<file path="config.mk">
export PLATFORM = sky130hd
export DESIGN_NAME = shift_sequencer
export DESIGN_NICKNAME = d
export VERILOG_FILES = /design/src/rtl/shift_sequencer_pkg.sv /design/src/rtl/shift_sequencer_step.sv /design/src/rtl/shift_sequencer.sv
export SDC_FILE = /design/constraint.sdc
export NUM_CORES = 1
export LEC_CHECK = 0
export CORE_ASPECT_RATIO = 0.9
export CORE_MARGIN = 5
export CORE_UTILIZATION = 44
export CTS_BUF_LIST = sky130_fd_sc_hd__clkbuf_16
export DETAILED_ROUTE_END_ITERATION = 16
export PLACE_DENSITY_LB_ADDON = 0.12
export SLEW_MARGIN = 25
export SYNTH_ARGS = -nofsm -noshare
export SYNTH_HDL_FRONTEND = slang
export SYNTH_SLANG_ARGS = --single-unit
</file>
<file path="constraint.sdc">
create_clock -name clk -period 1.5 [get_ports clk]
set_input_delay 0.15 -clock clk [delete_from_list [all_inputs] [get_ports clk]]
set_output_delay 0.15 -clock clk [all_outputs]
set_load 0.01 [all_outputs]
</file>
<file path="src/rtl/shift_sequencer_pkg.sv">
// Shared encodings for the multi-cycle shift sequencer: operation codes
// and controller state names used by the top and the single-step datapath.
package shift_sequencer_pkg;

  // Operation codes carried on sh_type; 5..7 are no-ops.
  localparam logic [2:0] SH_ROL = 3'd0;
  localparam logic [2:0] SH_ROR = 3'd1;
  localparam logic [2:0] SH_SHL = 3'd2;
  localparam logic [2:0] SH_ASR = 3'd3;
  localparam logic [2:0] SH_LSR = 3'd4;

  typedef enum logic [1:0] {
    ST_IDLE  = 2'd0,
    ST_SHIFT = 2'd1,
    ST_DONE  = 2'd2
  } state_t;

endpackage

</file>
<file path="src/rtl/shift_sequencer_step.sv">
// shift_step: combinational single-bit shift/rotate step. Produces the next
// work-register value and the bit that leaves the register on this step.
module shift_step
  import shift_sequencer_pkg::*;
#(
  parameter int WIDTH = 8
) (
  input  logic [WIDTH-1:0] w,
  input  logic [2:0]       sh_type,
  output logic [WIDTH-1:0] w_next,
  output logic             carry
);

  // One step of the selected operation; unknown codes pass w through.
  always_comb begin
    // NOTE: defaults first so every path assigns both outputs and no latch is inferred.
    w_next = w;
    carry  = 1'b0;
    case (sh_type)
      SH_ROL: begin
        w_next = {w[WIDTH-2:0], w[WIDTH-1]};
        carry  = w[WIDTH-1];
      end
      SH_ROR: begin
        w_next = {w[0], w[WIDTH-1:1]};
        carry  = w[0];
      end
      SH_SHL: begin
        w_next = {w[WIDTH-2:0], 1'b0};
        carry  = w[WIDTH-1];
      end
      SH_ASR: begin
        w_next = {w[WIDTH-1], w[WIDTH-1:1]};
        carry  = w[0];
      end
      SH_LSR: begin
        w_next = {1'b0, w[WIDTH-1:1]};
        carry  = w[0];
      end
      default: ;
    endcase
  end

endmodule

</file>
<file path="src/rtl/shift_sequencer.sv">
// shift_sequencer: multi-cycle shift unit. Accepts a start in IDLE, then
// applies one single-bit step per clock for 'amount' cycles and pulses done
// with the final value and the last bit shifted out.
// Optional: define SHIFT_SEQ_ZERO_FLAG_EN to add a registered 'zero' output
// that tracks (result == 0).
module shift_sequencer
  import shift_sequencer_pkg::*;
#(
  parameter int WIDTH = 8,
  parameter int AMT_W = 3
) (
  input  logic             clk,
  input  logic             rst,
  input  logic             start,
  input  logic [WIDTH-1:0] data_in,
  input  logic [2:0]       sh_type,
  input  logic [AMT_W-1:0] amount,
  output logic             busy,
  output logic             done,
  output logic [WIDTH-1:0] result,
  output logic             carry
`ifdef SHIFT_SEQ_ZERO_FLAG_EN
  ,
  output logic             zero
`endif
);

  state_t           state;
  logic [WIDTH-1:0] work;
  logic             carry_q;
  logic [AMT_W-1:0] count;
  logic [2:0]       type_q;
  logic             busy_q;
  logic             done_q;
  logic [WIDTH-1:0] step_w;
  logic             step_c;

  shift_step #(.WIDTH(WIDTH)) u_step (
    .w       (work),
    .sh_type (type_q),
    .w_next  (step_w),
    .carry   (step_c)
  );

  // Controller and datapath: capture on start, step until count hits zero,
  // then a single DONE cycle before returning to IDLE.
  always_ff @(posedge clk) begin
    // NOTE: sequential state uses non-blocking assignments only.
    if (rst) begin
      state   <= ST_IDLE;
      work    <= '0;
      carry_q <= 1'b0;
      count   <= '0;
      type_q  <= '0;
      busy_q  <= 1'b0;
      done_q  <= 1'b0;
    end else begin
      done_q <= 1'b0;
      case (state)
        ST_IDLE: begin
          if (start) begin
            work    <= data_in;
            carry_q <= 1'b0;
            type_q  <= sh_type;
            count   <= amount;
            busy_q  <= 1'b1;
            if (amount != '0) begin
              state <= ST_SHIFT;
            end else begin
              state  <= ST_DONE;
              done_q <= 1'b1;
            end
          end
        end
        ST_SHIFT: begin
          work    <= step_w;
          carry_q <= step_c;
          count   <= count - 1'b1;
          if (count == AMT_W'(1)) begin
            state  <= ST_DONE;
            done_q <= 1'b1;
          end
        end
        ST_DONE: begin
          state  <= ST_IDLE;
          busy_q <= 1'b0;
        end
        default: state <= ST_IDLE;
      endcase
    end
  end

`ifdef SHIFT_SEQ_ZERO_FLAG_EN
  logic zero_q;

  // Zero flag follows every write of the work register.
  always_ff @(posedge clk) begin
    if (rst) begin
      zero_q <= 1'b1;
    end else if (state == ST_IDLE && start) begin
      zero_q <= (data_in == '0);
    end else if (state == ST_SHIFT) begin
      zero_q <= (step_w == '0);
    end
  end

  assign zero = zero_q;
`endif

  assign busy   = busy_q;
  assign done   = done_q;
  assign result = work;
  assign carry  = carry_q;

endmodule

</file>
## Word level (Yosys, flattened, before mapping)

Index checks and enable logic that the tools add are counted.

| operators by class | value |
|---|---|
| order comparisons | 0 |
| shift-type cells | 0 |
| multiplexer cells | 18 |
| reduce and logical (&&, ||, !) cells | 13 |
| bitwise logic cells | 0 |
| add/sub/neg operators | 1 |
| div/mod/pow operators | 0 |
| equal/unequal tests | 12 |
| multiply operators | 0 |

Operator list:

| cell | number |
|---|---|
| 8-bit one-hot mux with 5 select lines | 1 |
| 8-bit one-hot mux with 2 select lines | 1 |
| 8-bit 2-to-1 mux | 1 |
| 1-bit one-hot mux with 2 select lines | 4 |
| 2-bit AND reduction | 4 |
| 3-bit by 1-bit equality test with 1-bit output (second input constant) | 2 |
| 3-bit by 2-bit equality test with 1-bit output (second input constant) | 2 |
| 2-bit 2-to-1 mux | 3 |
| 2-bit != test (second input constant) | 3 |
| 6-bit by 1-bit != test with 1-bit output (second input constant) | 1 |
| 3-bit one-hot mux with 2 select lines | 1 |
| 1-bit 2-to-1 mux | 5 |
| 5-bit by 1-bit != test with 1-bit output (second input constant) | 1 |
| 2-bit one-hot mux with 2 select lines | 1 |
| 4-bit AND reduction | 1 |
| 2-bit nonzero test | 2 |
| 3-bit equality test (second input constant) | 1 |
| 3-bit logical NOT | 1 |
| 3-bit 2-to-1 mux | 1 |
| 3-bit AND reduction | 1 |
| 3-bit nonzero test | 1 |
| 3-bit OR reduction | 1 |
| 3-bit by 1-bit subtractor with 3-bit output (second input constant) | 1 |
| 2-bit by 1-bit equality test with 1-bit output (second input constant) | 1 |
| other kinds (3) | 3 |

| storage, ports and cells | value |
|---|---|
| output and inout bits | 11 |
| RAM bits | 0 |
| memories | 0 |
| register bits after elaboration | 19 |
| word-level logic and storage cells | 52 |
| memory bits (read-only) | 0 |
| latch bits | 0 |

## Depth between registers and ports, before layout

| logic depth | value |
|---|---|
| word-level depth | 4 |
| mapped depth | 6 |

## Hierarchy

Synthesis repeated with hierarchy kept, for this count alone.

| second synthesis, totals | value |
|---|---|
| cell total of the unflattened synthesis | 140 |
| area, all modules | 1258.7 sq um |

By module, submodules not included:

| module | seq. area each (sq um) | area an instance (sq um) | cells an instance | instances |
|---|---|---|---|---|
| shift_sequencer | 380.4 | 887.1 | 88 | 1 |
| shift_step | 0.0 | 371.6 | 52 | 1 |

## Worst setup path after synthesis

OpenSTA, ideal clock, no wires.

| path | value |
|---|---|
| path type | flip-flop to flip-flop |
| from | reg type_q[2] |
| to | reg work[5], in the netlist result[5] |
| arrival time | 1.307 ns |
| library setup time | 0.117 ns |
| stages on the path, launching flop included | 6 |
| clock period less this slack | 1.424 ns |
| slack | 0.076 ns |
| path through | dfxtp_1 buf_2 mux2_2 a21oi_1 o21ai_0 a32o_1 |

| on the way | value |
|---|---|
| cells in the longest elaborated chain, start to end | 3 |
| elaborated cells between the ends (all ways) | 9 |

RTL lines:

| what | line | RTL |
|---|---|---|
| start, declared | shift_sequencer.sv:32 | `logic [2:0] type_q;` |
| start signal, assigned | shift_sequencer.sv:64 | `type_q <= sh_type;` |
| 3-bit equality test (tied with other cells) | shift_sequencer_step.sv:19 | `case (sh_type)` |
| 8-bit one-hot mux with 5 select lines or 6-bit by 1-bit != test with 1-bit output (tied branches) | n/a |  |
| 8-bit one-hot mux with 2 select lines or 3-bit AND reduction (tied branches) | n/a |  |
| end signal, assigned | shift_sequencer.sv:62 | `work <= data_in;` |
| end signal, assigned | shift_sequencer.sv:76 | `work <= step_w;` |
| end, declared | shift_sequencer.sv:29 | `logic [WIDTH-1:0] work;` |

Several ways; a longest one is shown, not always the timed one.
A chain may end at the register's enable or synchronous reset.

## Final worst setup path

| path | value |
|---|---|
| from | reg type_q[2] |
| to | reg work[6], in the netlist result[6] |

Same word-level chain as after synthesis.

==> summary.txt <==
Run status
  – Run status: finished, final reports clean

Layout
  – Layout area overhead: 44.1%
  – Layout cells sized above 1: 19.7%
  – Diode count: 0
  – Design Area, Final: 1640 sq um
  – Layout fillers: 208
  – Final nets: between 150 and 200
  – Reg area: 384 sq um
  – Utilization after layout: between 60% and 70%
  – Area of the multi-input gates: 676 sq um

Worst setup path
  – FF-to-FF setup slack: 0.08 ns
  – Critical setup path kind: register to register
  – Critical path startpoint category: register
  – Maximum fanout along the worst path: 8
  – WP data arrival: 1.56 ns
  – Crit end category: register
  – Crit path required time: between 1.5 and 2 ns

Yosys
  – Syn_nets: 156
  – Netlist Area Pre-Place: 1140 sq um
  – Register area share after synthesis: 33.3%
  – Count of flip-flops with a built-in enable after synthesis: 0
  – Fraction of registers with async set/reset: 0%
  – Post-synthesis adder-cell area fraction: 2.19%
  – Mux cell area share after synthesis: 12.0%
  – Top cells by count, synth: dfxtp_1, a21oi_1, nor2_1
  – Main combinational cell family by area after synthesis: compound AO/OA/AOI/OAI gates
  – Synth top area share: 33.3%
  – Compound-cell area share of the yosys netlist: ~28%
  – Yosys warning count: 0
  – Leading area contributor after synthesis: dfxtp_1
  – Most common cell in the synthesized netlist: dfxtp_1
  – Synth unique cells: 34
  – Synth Area in XOR/XNOR: 0%
  – Mean Syn Cell Area: 8.33 sq um
  – Most used flip-flop cell after synthesis: dfxtp_1
  – Post-Synth Simple-Gate Area: 16.7%
  – Synth area leaders: dfxtp_1, a21oi_1, mux2i_1
  – Post-synthesis cell count: 137
  – Synth Register Bits: 19

Clocking
  – Clk slew on worst S/H paths: 0.05 ns
  – Clk_lat worst skew: 0.25 ns
  – Clock Tree Buf Depth: 2
  – CTS tree: built
  – Clock root buffer: clkbuf_16
  – H-tree depth: 1
  – Hold_buf cts: 0
  – Num CTS Buffers: 3
  – Clock Sinks: 19

Timing
  – Fin crit share: 94.7%
  – Fin Clk Skew: 0.00273 ns
  – F_max: a little over 0.7 GHz
  – Unrepaired setup endpoints after global routing: false
  – Worst setup margin: 0.0795 ns
  – Final Hold Viols: 0
  – Slew @ Worst Pin: 0.382 ns
  – Setup Viol. Count Final: 0
  – Period minus WS final: approximately 1.4 ns
  – Fin Hold WS: 0.457 ns
  – Final Max Tran Viols: 0
  – Headroom to the max-slew limit: 74.5%

Routing
  – Routed wire per std cell: 14.9 um
  – DRC Markers: 0
  – Vias per cell: 5.69
  – Drt first pass iters: 4
  – DR vias: 1,173
  – Post-Route WL: slightly above 3 mm
  – DRT antenna net count: 0
  – DR iter-0 viols: 95

Die
  – Die area: 3710 sq um
  – Boundary Pins: 28
  – DIE HEIGHT: just under 60 um
  – Placement Rows: 17
  – Die width: 63.7 um
  – Starting Density: 46.2%
  – Core area: 2470 sq um

Place
  – Hpwl dp: approximately 2.3 mm
  – PortBufs: 27
  – RD Place Congestion: 0.844
  – Post-DP Area: 1540 sq um
  – Pre-CTS WS: -0.0893 ns

Power
  – Power per cell area: roughly 1000 nW/um^2
  – Total chip power: 0.00164 W
  – P_leak: ~0.67 nW
  – Maximum VDD drop: ~0.78 mV

Job
  – Max cap viols: 0

GRT
  – Largest net degree at the start of global routing: 13
  – Grt ovf: 0
  – Number of global-route vias before repair: 1,070
  – Tot GR Track Use: around 17%
  – Initial antenna violation count: 0
  – First-pass GRT wire length: 5.13 mm

Worst hold path
  – Worst Hold Class: register to register
layout by cell type, fill, tap and decap left out, drive strengths merged:
| cell type | instances |
|---|---|
| nor3 | 9 |
| mux2 | 5 |
| nand2b | 5 |
| clkbuf | 3 |
| o311a | 1 |
| a32o | 5 |
| a21o | 2 |
| nand2 | 3 |
| o21a | 1 |
| mux2i | 8 |
| ha | 2 |
| o21ai | 8 |
| or3 | 1 |
| a21oi | 17 |
| o221a | 1 |
| a211oi | 1 |
| a2111oi | 1 |
| buf | 21 |
| inv | 9 |
| a211o | 1 |
| dfxtp | 19 |
| o22ai | 1 |
| a221oi | 1 |
| nor2b | 3 |
| or3b | 1 |
| o21bai | 2 |
| nor2 | 13 |
| nand3 | 1 |
| a22oi | 1 |
| clkdlybuf4s50 | 27 |
| nor3b | 1 |
| a31oi | 1 |
| a32oi | 2 |
| a311o | 1 |
metrics by stage:
stage / instances / setup TNS (ns)
finish: 206 / 0
global route: 206 / 0
CTS: 204 / 0
detailed placement: 200 / -0.347
global placement: 200 / -0.0141
floorplan: 137 / 0
flip-flops by register name, summed over array words and instances, names as in the netlist:
register	cells
done	1
state	2
busy	1
count	3
result	8
type_q	3
carry	1
area by class of cell:
class                      count  share of cell area (%)
sequential                    19                    23.4
clock buffer                   3                    4.57
inverter                       8                    1.83
clock inverter                 1                   0.228
tap                           28                    2.13
multi-input combinational     99                    41.1
timing repair buffer          48                    26.8
kinds of logic (layout without fill, tap and decap cells):
group / after synthesis / in the layout
AO/OA/AOI/OAI: 47 / 47
AND/OR/NAND/NOR: 37 / 37
flip-flops: 19 / 19
buffers and inverters: 19 / 60
multiplexers: 13 / 13
adder cells (fa/ha/maj): 2 / 2
critical path: stages, from the launching register on:
cell and delay [ns]:
dfxtp_4 0.37, buf_4 0.14, mux2_2 0.33, a21oi_1 0.17
o21ai_1 0.10, a32o_1 0.20
timing repair:
item	in CTS	in global routing
cloned	0	0
setup endpoints to repair	6	4
buffers inserted	0	2
endpoints found under the hold margin	0	0
resized for setup	2	2
path summary, 6_finish.rpt:
kind | from | end | cells past startpoint
worst max-delay path | type_q[2] | result[6] | 5
worst max register to register | type_q[2] | result[6] | 5
worst min-delay path | count[2] | count[2] | 2
worst min register to register | count[2] | count[2] | 2
power by group:
group | total, W | switching, W | internal, W
registers | 0.000616 | 0.0000598 | 0.000556
logic | 0.000485 | 0.000215 | 0.000270
clock network | 0.000538 | 0.000184 | 0.000354
layer usage:
layer / GRT usage (%) / up-vias / part of all wire, %
met1: 25.1 / 556 / 48
met5: 0 / - / 0
met4: 4.45 / 0 / 0.62
li1: - / 582 / -
met2: 25.5 / 33 / 45
met3: 4.77 / 2 / 5.9
Power figures use the tool's default switching activity.
